**config.mk**
```make
export PLATFORM = sky130hd
export DESIGN_NAME = pla_eval_pipe
export DESIGN_NICKNAME = d
export VERILOG_FILES = /design/src/rtl/pla_pkg.sv /design/src/rtl/pla_term_match.sv /design/src/rtl/pla_eval_pipe.sv
export SDC_FILE = /design/constraint.sdc
export NUM_CORES = 1
export LEC_CHECK = 0
export ABC_AREA = 1
export ABC_CLOCK_PERIOD_IN_PS = 3800
export CAP_MARGIN = 20
export CORE_UTILIZATION = 30
export CTS_BUF_LIST = sky130_fd_sc_hd__clkbuf_8
export DETAILED_ROUTE_END_ITERATION = 10
export REMOVE_ABC_BUFFERS = 1
export SETUP_SLACK_MARGIN = 0.4
export SYNTH_ARGS = -nofsm -noshare
export SYNTH_HDL_FRONTEND = slang
export SYNTH_SLANG_ARGS = --single-unit
```
**constraint.sdc**
```tcl
create_clock -name clk -period 3.8 [get_ports clk]
set_input_delay 0.57 -clock clk [delete_from_list [all_inputs] [get_ports clk]]
set_output_delay 0.57 -clock clk [all_outputs]
set_load 0.02 [all_outputs]
```
**src/rtl/pla_pkg.sv**
```systemverilog
// Shared defaults and row record for the programmable AND-OR evaluator.
package pla_pkg;

  localparam int PLA_N_IN    = 12;
  localparam int PLA_N_OUT   = 7;
  localparam int PLA_N_TERMS = 16;

  // One product-term row at the default widths: enable, AND-plane care mask,
  // required literal values and the OR-plane column selection.
  typedef struct packed {
    logic                 en;
    logic [PLA_N_IN-1:0]  care;
    logic [PLA_N_IN-1:0]  val;
    logic [PLA_N_OUT-1:0] or_mask;
  } term_row_t;

endpackage

```
**src/rtl/pla_term_match.sv**
```systemverilog
// One AND-plane row: reports whether an enabled row's cared-for literals all
// agree with the input vector. Purely combinational.
module pla_term_match
  import pla_pkg::*;
#(
  parameter int N_IN = PLA_N_IN
) (
  input  logic            i_en,
  input  logic [N_IN-1:0] i_care,
  input  logic [N_IN-1:0] i_val,
  input  logic [N_IN-1:0] i_pi,
  output logic            o_match
);

  // A row with an empty care mask matches every vector once enabled.
  assign o_match = i_en & ~|((i_pi ^ i_val) & i_care);

endmodule

```
**src/rtl/pla_eval_pipe.sv**
```systemverilog
// Programmable two-level AND-OR evaluator with a two-stage valid/ready
// pipeline: stage 1 holds the row match vector, stage 2 holds po and hits.
// The table can only change while the pipeline is empty, so every vector is
// evaluated against one consistent table.
module pla_eval_pipe
  import pla_pkg::*;
#(
  parameter int N_IN    = PLA_N_IN,
  parameter int N_OUT   = PLA_N_OUT,
  parameter int N_TERMS = PLA_N_TERMS,
  localparam int TW     = (N_TERMS > 1) ? $clog2(N_TERMS) : 1,
  localparam int CW     = $clog2(N_TERMS + 1)
) (
  input  logic             clk,
  input  logic             rst_n,
  input  logic             cfg_we,
  output logic             cfg_ready,
  input  logic [TW-1:0]    cfg_term,
  input  logic             cfg_en,
  input  logic [N_IN-1:0]  cfg_care,
  input  logic [N_IN-1:0]  cfg_val,
  input  logic [N_OUT-1:0] cfg_or,
  input  logic             cfg_inv_we,
  input  logic [N_OUT-1:0] cfg_inv,
  input  logic             in_valid,
  output logic             in_ready,
  input  logic [N_IN-1:0]  pi,
  output logic             out_valid,
  input  logic             out_ready,
  output logic [N_OUT-1:0] po,
  output logic [CW-1:0]    hits
);

  typedef struct packed {
    logic             en;
    logic [N_IN-1:0]  care;
    logic [N_IN-1:0]  val;
    logic [N_OUT-1:0] or_mask;
  } row_t;

  row_t               r_rows [N_TERMS];
  logic [N_OUT-1:0]   r_inv;
  logic               r_s1_valid;
  logic [N_TERMS-1:0] r_s1_match;
  logic               r_out_valid;
  logic [N_OUT-1:0]   r_po;
  logic [CW-1:0]      r_hits;

  logic               w_s1_adv;
  logic               w_s2_adv;
  logic               w_cfg_ready;
  logic               w_in_ready;
  logic               w_in_fire;
  logic               w_row_wr;
  logic               w_inv_wr;
  logic [N_TERMS-1:0] w_match;
  logic [N_OUT-1:0]   w_or_hit;
  logic [CW-1:0]      w_hits;

  // Handshake: a stage may load when it is empty or its contents move on.
  // A config strobe blocks new input even if the strobe itself is not yet
  // accepted, so the host's hold-until-accepted drains the pipeline.
  assign w_s2_adv    = ~r_out_valid | out_ready;
  assign w_s1_adv    = ~r_s1_valid | w_s2_adv;
  assign w_cfg_ready = ~r_s1_valid & ~r_out_valid;
  assign w_in_ready  = w_s1_adv & ~cfg_we & ~cfg_inv_we;
  assign w_in_fire   = in_valid & w_in_ready;
  assign w_row_wr    = cfg_we & w_cfg_ready;
  assign w_inv_wr    = cfg_inv_we & w_cfg_ready;

  assign cfg_ready = w_cfg_ready;
  assign in_ready  = w_in_ready;
  assign out_valid = r_out_valid;
  assign po        = r_po;
  assign hits      = r_hits;

  // AND plane: one matcher per row against the live input vector.
  for (genvar g = 0; g < N_TERMS; g++) begin : g_row
    pla_term_match #(.N_IN(N_IN)) u_match (
      .i_en    (r_rows[g].en),
      .i_care  (r_rows[g].care),
      .i_val   (r_rows[g].val),
      .i_pi    (pi),
      .o_match (w_match[g])
    );
  end

  // Table and polarity writes; an index with no row decodes to no write.
  // NOTE: the table is reset on purpose -- it is flop-based and the reset
  // state (all rows disabled) is architecturally visible, unlike a RAM.
  always_ff @(posedge clk or negedge rst_n) begin
    if (!rst_n) begin
      for (int r = 0; r < N_TERMS; r++) r_rows[r] <= '0;
      r_inv <= '0;
    end else begin
      for (int r = 0; r < N_TERMS; r++) begin
        if (w_row_wr && (cfg_term == TW'(r))) begin
          r_rows[r] <= '{en: cfg_en, care: cfg_care, val: cfg_val, or_mask: cfg_or};
        end
      end
      if (w_inv_wr) r_inv <= cfg_inv;
    end
  end

  // OR plane on the registered match vector.
  // NOTE: always_comb outputs get a default first so every path assigns them
  // and no latch is inferred; the loop then accumulates with blocking '='.
  always_comb begin
    w_or_hit = '0;
    for (int j = 0; j < N_OUT; j++) begin
      for (int r = 0; r < N_TERMS; r++) begin
        w_or_hit[j] = w_or_hit[j] | (r_s1_match[r] & r_rows[r].or_mask[j]);
      end
    end
  end

  // Matched-row count; CW bits hold N_TERMS without overflow.
  always_comb begin
    w_hits = '0;
    for (int r = 0; r < N_TERMS; r++) w_hits = w_hits + CW'(r_s1_match[r]);
  end

  // Stage 1: capture the match vector of the accepted input.
  always_ff @(posedge clk or negedge rst_n) begin
    if (!rst_n) begin
      r_s1_valid <= 1'b0;
      r_s1_match <= '0;
    end else if (w_s1_adv) begin
      r_s1_valid <= w_in_fire;
      if (w_in_fire) r_s1_match <= w_match;
    end
  end

  // Stage 2: result register, held while the sink stalls.
  always_ff @(posedge clk or negedge rst_n) begin
    if (!rst_n) begin
      r_out_valid <= 1'b0;
      r_po        <= '0;
      r_hits      <= '0;
    end else if (w_s2_adv) begin
      r_out_valid <= r_s1_valid;
      if (r_s1_valid) begin
        r_po   <= w_or_hit ^ r_inv;
        r_hits <= w_hits;
      end
    end
  end

endmodule

```
==> results_dict.tcl <==
set metrics [dict create \
    status "finished clean" \
    cts_tree "done" \
    cp.required_ps 4360 \
    finalHoldViolations 0 \
    ios 76 \
    power_density_nw_per_um2 591 \
    gp_congestion 0.803 \
    p_int_mw 11.5 \
    cts_setup_buffers 0 \
    rsz0062_at_grt "yes" \
    startpoint "r_s1_match[11]" \
    cp_common_cell "fa_1" \
    die_area_um2 83900 \
    grt_pass1_wl_um 106000 \
    rows 105 \
    dp_hpwl_um 42100 \
    crit_family "adder cells" \
    cpMaxStageDelayCell "fa_1" \
    drt_iter0_drc 1517 \
    clock_skew_ps 50.1 \
    start_util_pct 30.3 \
    clkPwrFrac_pct 31.8 \
    grt_usage_pct 16.4 \
    grt-ovfl-total 0 \
    worst_ir_drop_vdd_mv 0.227 \
    clock_path_buffers 3 \
    final_nets 3086 \
    clk_pin_slew_ps 60 \
    drt-pass1-iter-count 7 \
    fin_crit_ps 3420 \
    synthCells 2959 \
    crit_type "reg -> reg" \
    p_switching_mw 5.39 \
    final_cell_mix "nand2_1 (1073), dfrtp_1 (549), o21ai_0 (423), inv_1 (208), nand3_1 (191)" \
    wirelength_um 67700 \
    critPathBufInv 5 \
    synth_cell_type_count 33 \
    r2r_start "r_s1_match[11]" \
    numPortBuffers 75 \
    seq_area_frac_synth_pct 55.4 \
    finalMaxSlewViolations 0 \
    fin_crit_sh_pct 90.0 \
    critical_path.max_fanout 2 \
    ys_ff_latch 549 \
    pwr-share-seq_pct 47.9 \
    p_comb_share_pct 20.3 \
    die_x_um 290 \
    maxSlewHeadroom_pct 35.4 \
    avgSynthCellArea_um2 8.39 \
    cp-end-kind "flip-flop" \
    clk_latency_ps 710 \
    drv_cap 0 \
    tns_ps 0 \
    cts_root_buffer "clkbuf_8" \
    drc_errors 0 \
    final_common_cell "nand2_1" \
    die_h_um 290 \
    swShare_pct 31.9 \
    cp_slowest_stage_delay_ps 520 \
    via_per_inst 4.63 \
    vias 19244 \
    start_kind "flip-flop" \
    setup_violations 0 \
    holdCritPathClass "in -> async" \
    wl_per_cell_um 16.3 \
    critical_path_depth 13 \
    fmax_mhz 292 \
    layout-drive-gt1-share_pct 11.3 \
    fin_cells 4152 \
    crit_chain "inv_2 > fa_1 > inv_1 > fa_1 > inv_1 > fa_1 > fa_1 > inv_1 > ha_2 > inv_2 > fa_2 > xor2_1 > o21ai_1" \
    cts.sinks 549 \
    syn2layout_area_growth_pct 15.3 \
    coreArea_um2 82000 \
    cts_htree_levels 3 \
    cts_buffers 93 \
    worstMarginPinSlew_ps 966 \
    ys_warn_count 0 \
    drtAntennaViolNets 0 \
    arrival_ps 3980 \
    grt_pass1_vias 18266 \
    antenna_found_initial 1 \
    ff2ff_setup_slack_ps 380 \
    mappedNetlistArea_um2 24800 \
    ff2ff_path_depth 13 \
    dp.cells 3984 \
    grt_max_degree 119 \
    leakage_nw 13.9 \
]
[final timing paths]
| path | end |
|---|---|
| min in group clk | r_inv[2] |
| min reg2reg | r_rows[260] |
| min | r_rows[72] |
| max in group asynchronous | r_rows[137] |
| max reg2reg | hits[2] |
| max | hits[2] |
[state kept, by name (all words and copies together) (netlist names)]
register,count
hits,5
out_valid,1
po,7
r_inv,7
r_rows,512
r_s1_match,16
r_s1_valid,1
[repair_timing]
action / in CTS / in global routing
setup endpoints to repair: 3 / 3
hold buffers: 1 / 0
pin swaps: 2 / 2
endpoints found under the hold margin: 46 / 0
resized for setup: 7 / 1
[layer usage]
layer	global-route usage [%]	up-vias	part of all wire, %
met5	0	-	0
met4	5.10	0	2.2
met3	2.38	114	4.2
met2	27.7	370	48
met1	21.8	9183	46
li1	-	9577	-
[power by group through the flow]
stage / Combinational [mW] / Clock, mW / Sequential (mW)
6_report: 3.43 / 5.37 / 8.10
5_1_grt: 3.97 / 5.78 / 8.28
3_3_place_gp: 3.36 / 0 / 8.14
3_5_place_dp: 3.46 / 0 / 8.17
2_1_floorplan: 2.19 / 0 / 8.05
4_1_cts: 3.48 / 5.51 / 8.09
[per-stage QoR]
| stage | hold WS (ps) | setup WS (ps) | area, um2 | util, % | power (mW) |
|---|---|---|---|---|---|
| 2_1_floorplan | 274 | 242 | 24000 | - | 10.2 |
| 3_3_place_gp | 465 | 261 | 26700 | 32.6 | 11.5 |
| 3_5_place_dp | 468 | 227 | 26700 | 32.6 | 11.6 |
| 4_1_cts | 360 | 341 | 28600 | 34.9 | 17.1 |
| 5_1_grt | 425 | 247 | 28600 | 34.9 | 18.0 |
| 6_report | 420 | 379 | 28600 | 34.9 | 16.9 |
[cell type report]
class	count	area (um2)
Antenna cell	1	2.50
Clock buffer	118	1620
Clock inverter	48	270
Fill cell	8578	53400
Inverter	182	683
Multi-Input combinational cell	2051	9680
Sequential cell	549	13700
Tap cell	1070	1340
Timing Repair Buffer	133	1280
[synth_stat cells]
cell         n  area share [%]
nand2_1   1079              16
dfrtp_1    549              55
o21ai_0    426             8.6
nand3_1    191             3.9
inv_1      175             2.6
clkbuf_1   145             2.2
nor2_1      83             1.3
o21ai_2     64             2.3
or2_2       64             1.6
xor2_1      37             1.3
nand4_1     32            0.81
o21ai_1     32            0.65
buf_2       12            0.24
buf_6       12            0.54
fa_1        10            0.81
a21oi_1      8            0.16
buf_1        6           0.091
ha_1         5            0.25
clkinv_1     4           0.060
nand4_2      4            0.20
inv_2        3           0.045
clkbuf_2     2           0.040
nand2_4      2           0.091
nand3_2      2           0.081
nand3_4      2            0.14
nor2_2       2           0.050
nor3_4       2            0.13
a21oi_2      1           0.035
nand2_2      1           0.025
nor2_4       1           0.045
o211ai_1     1           0.030
o21a_1       1           0.030
o21bai_1     1           0.030
[worst reg2reg max path: stages (launching register included)]
cell and delay [ps]:
dfrtp_1 350, inv_2 40, fa_1 520, inv_1 50
fa_1 480, inv_1 50, fa_1 510, fa_1 420
inv_1 70, ha_2 180, inv_2 40, fa_2 350
xor2_1 150, o21ai_1 80
[kinds of logic after synthesis]
| logic type | after synthesis | share of synthesized area, % |
|---|---|---|
| DFF | 549 | 55.4 |
| AOI/OAI and AO/OA | 534 | 11.8 |
| xor gates and xnor gates | 37 | 1.31 |
| buffers and inverters | 359 | 5.86 |
| and+or+nand+nor | 1465 | 24.6 |
| adders and majority gates | 15 | 1.06 |
Note: power is estimated with default switching activity, not from simulation.
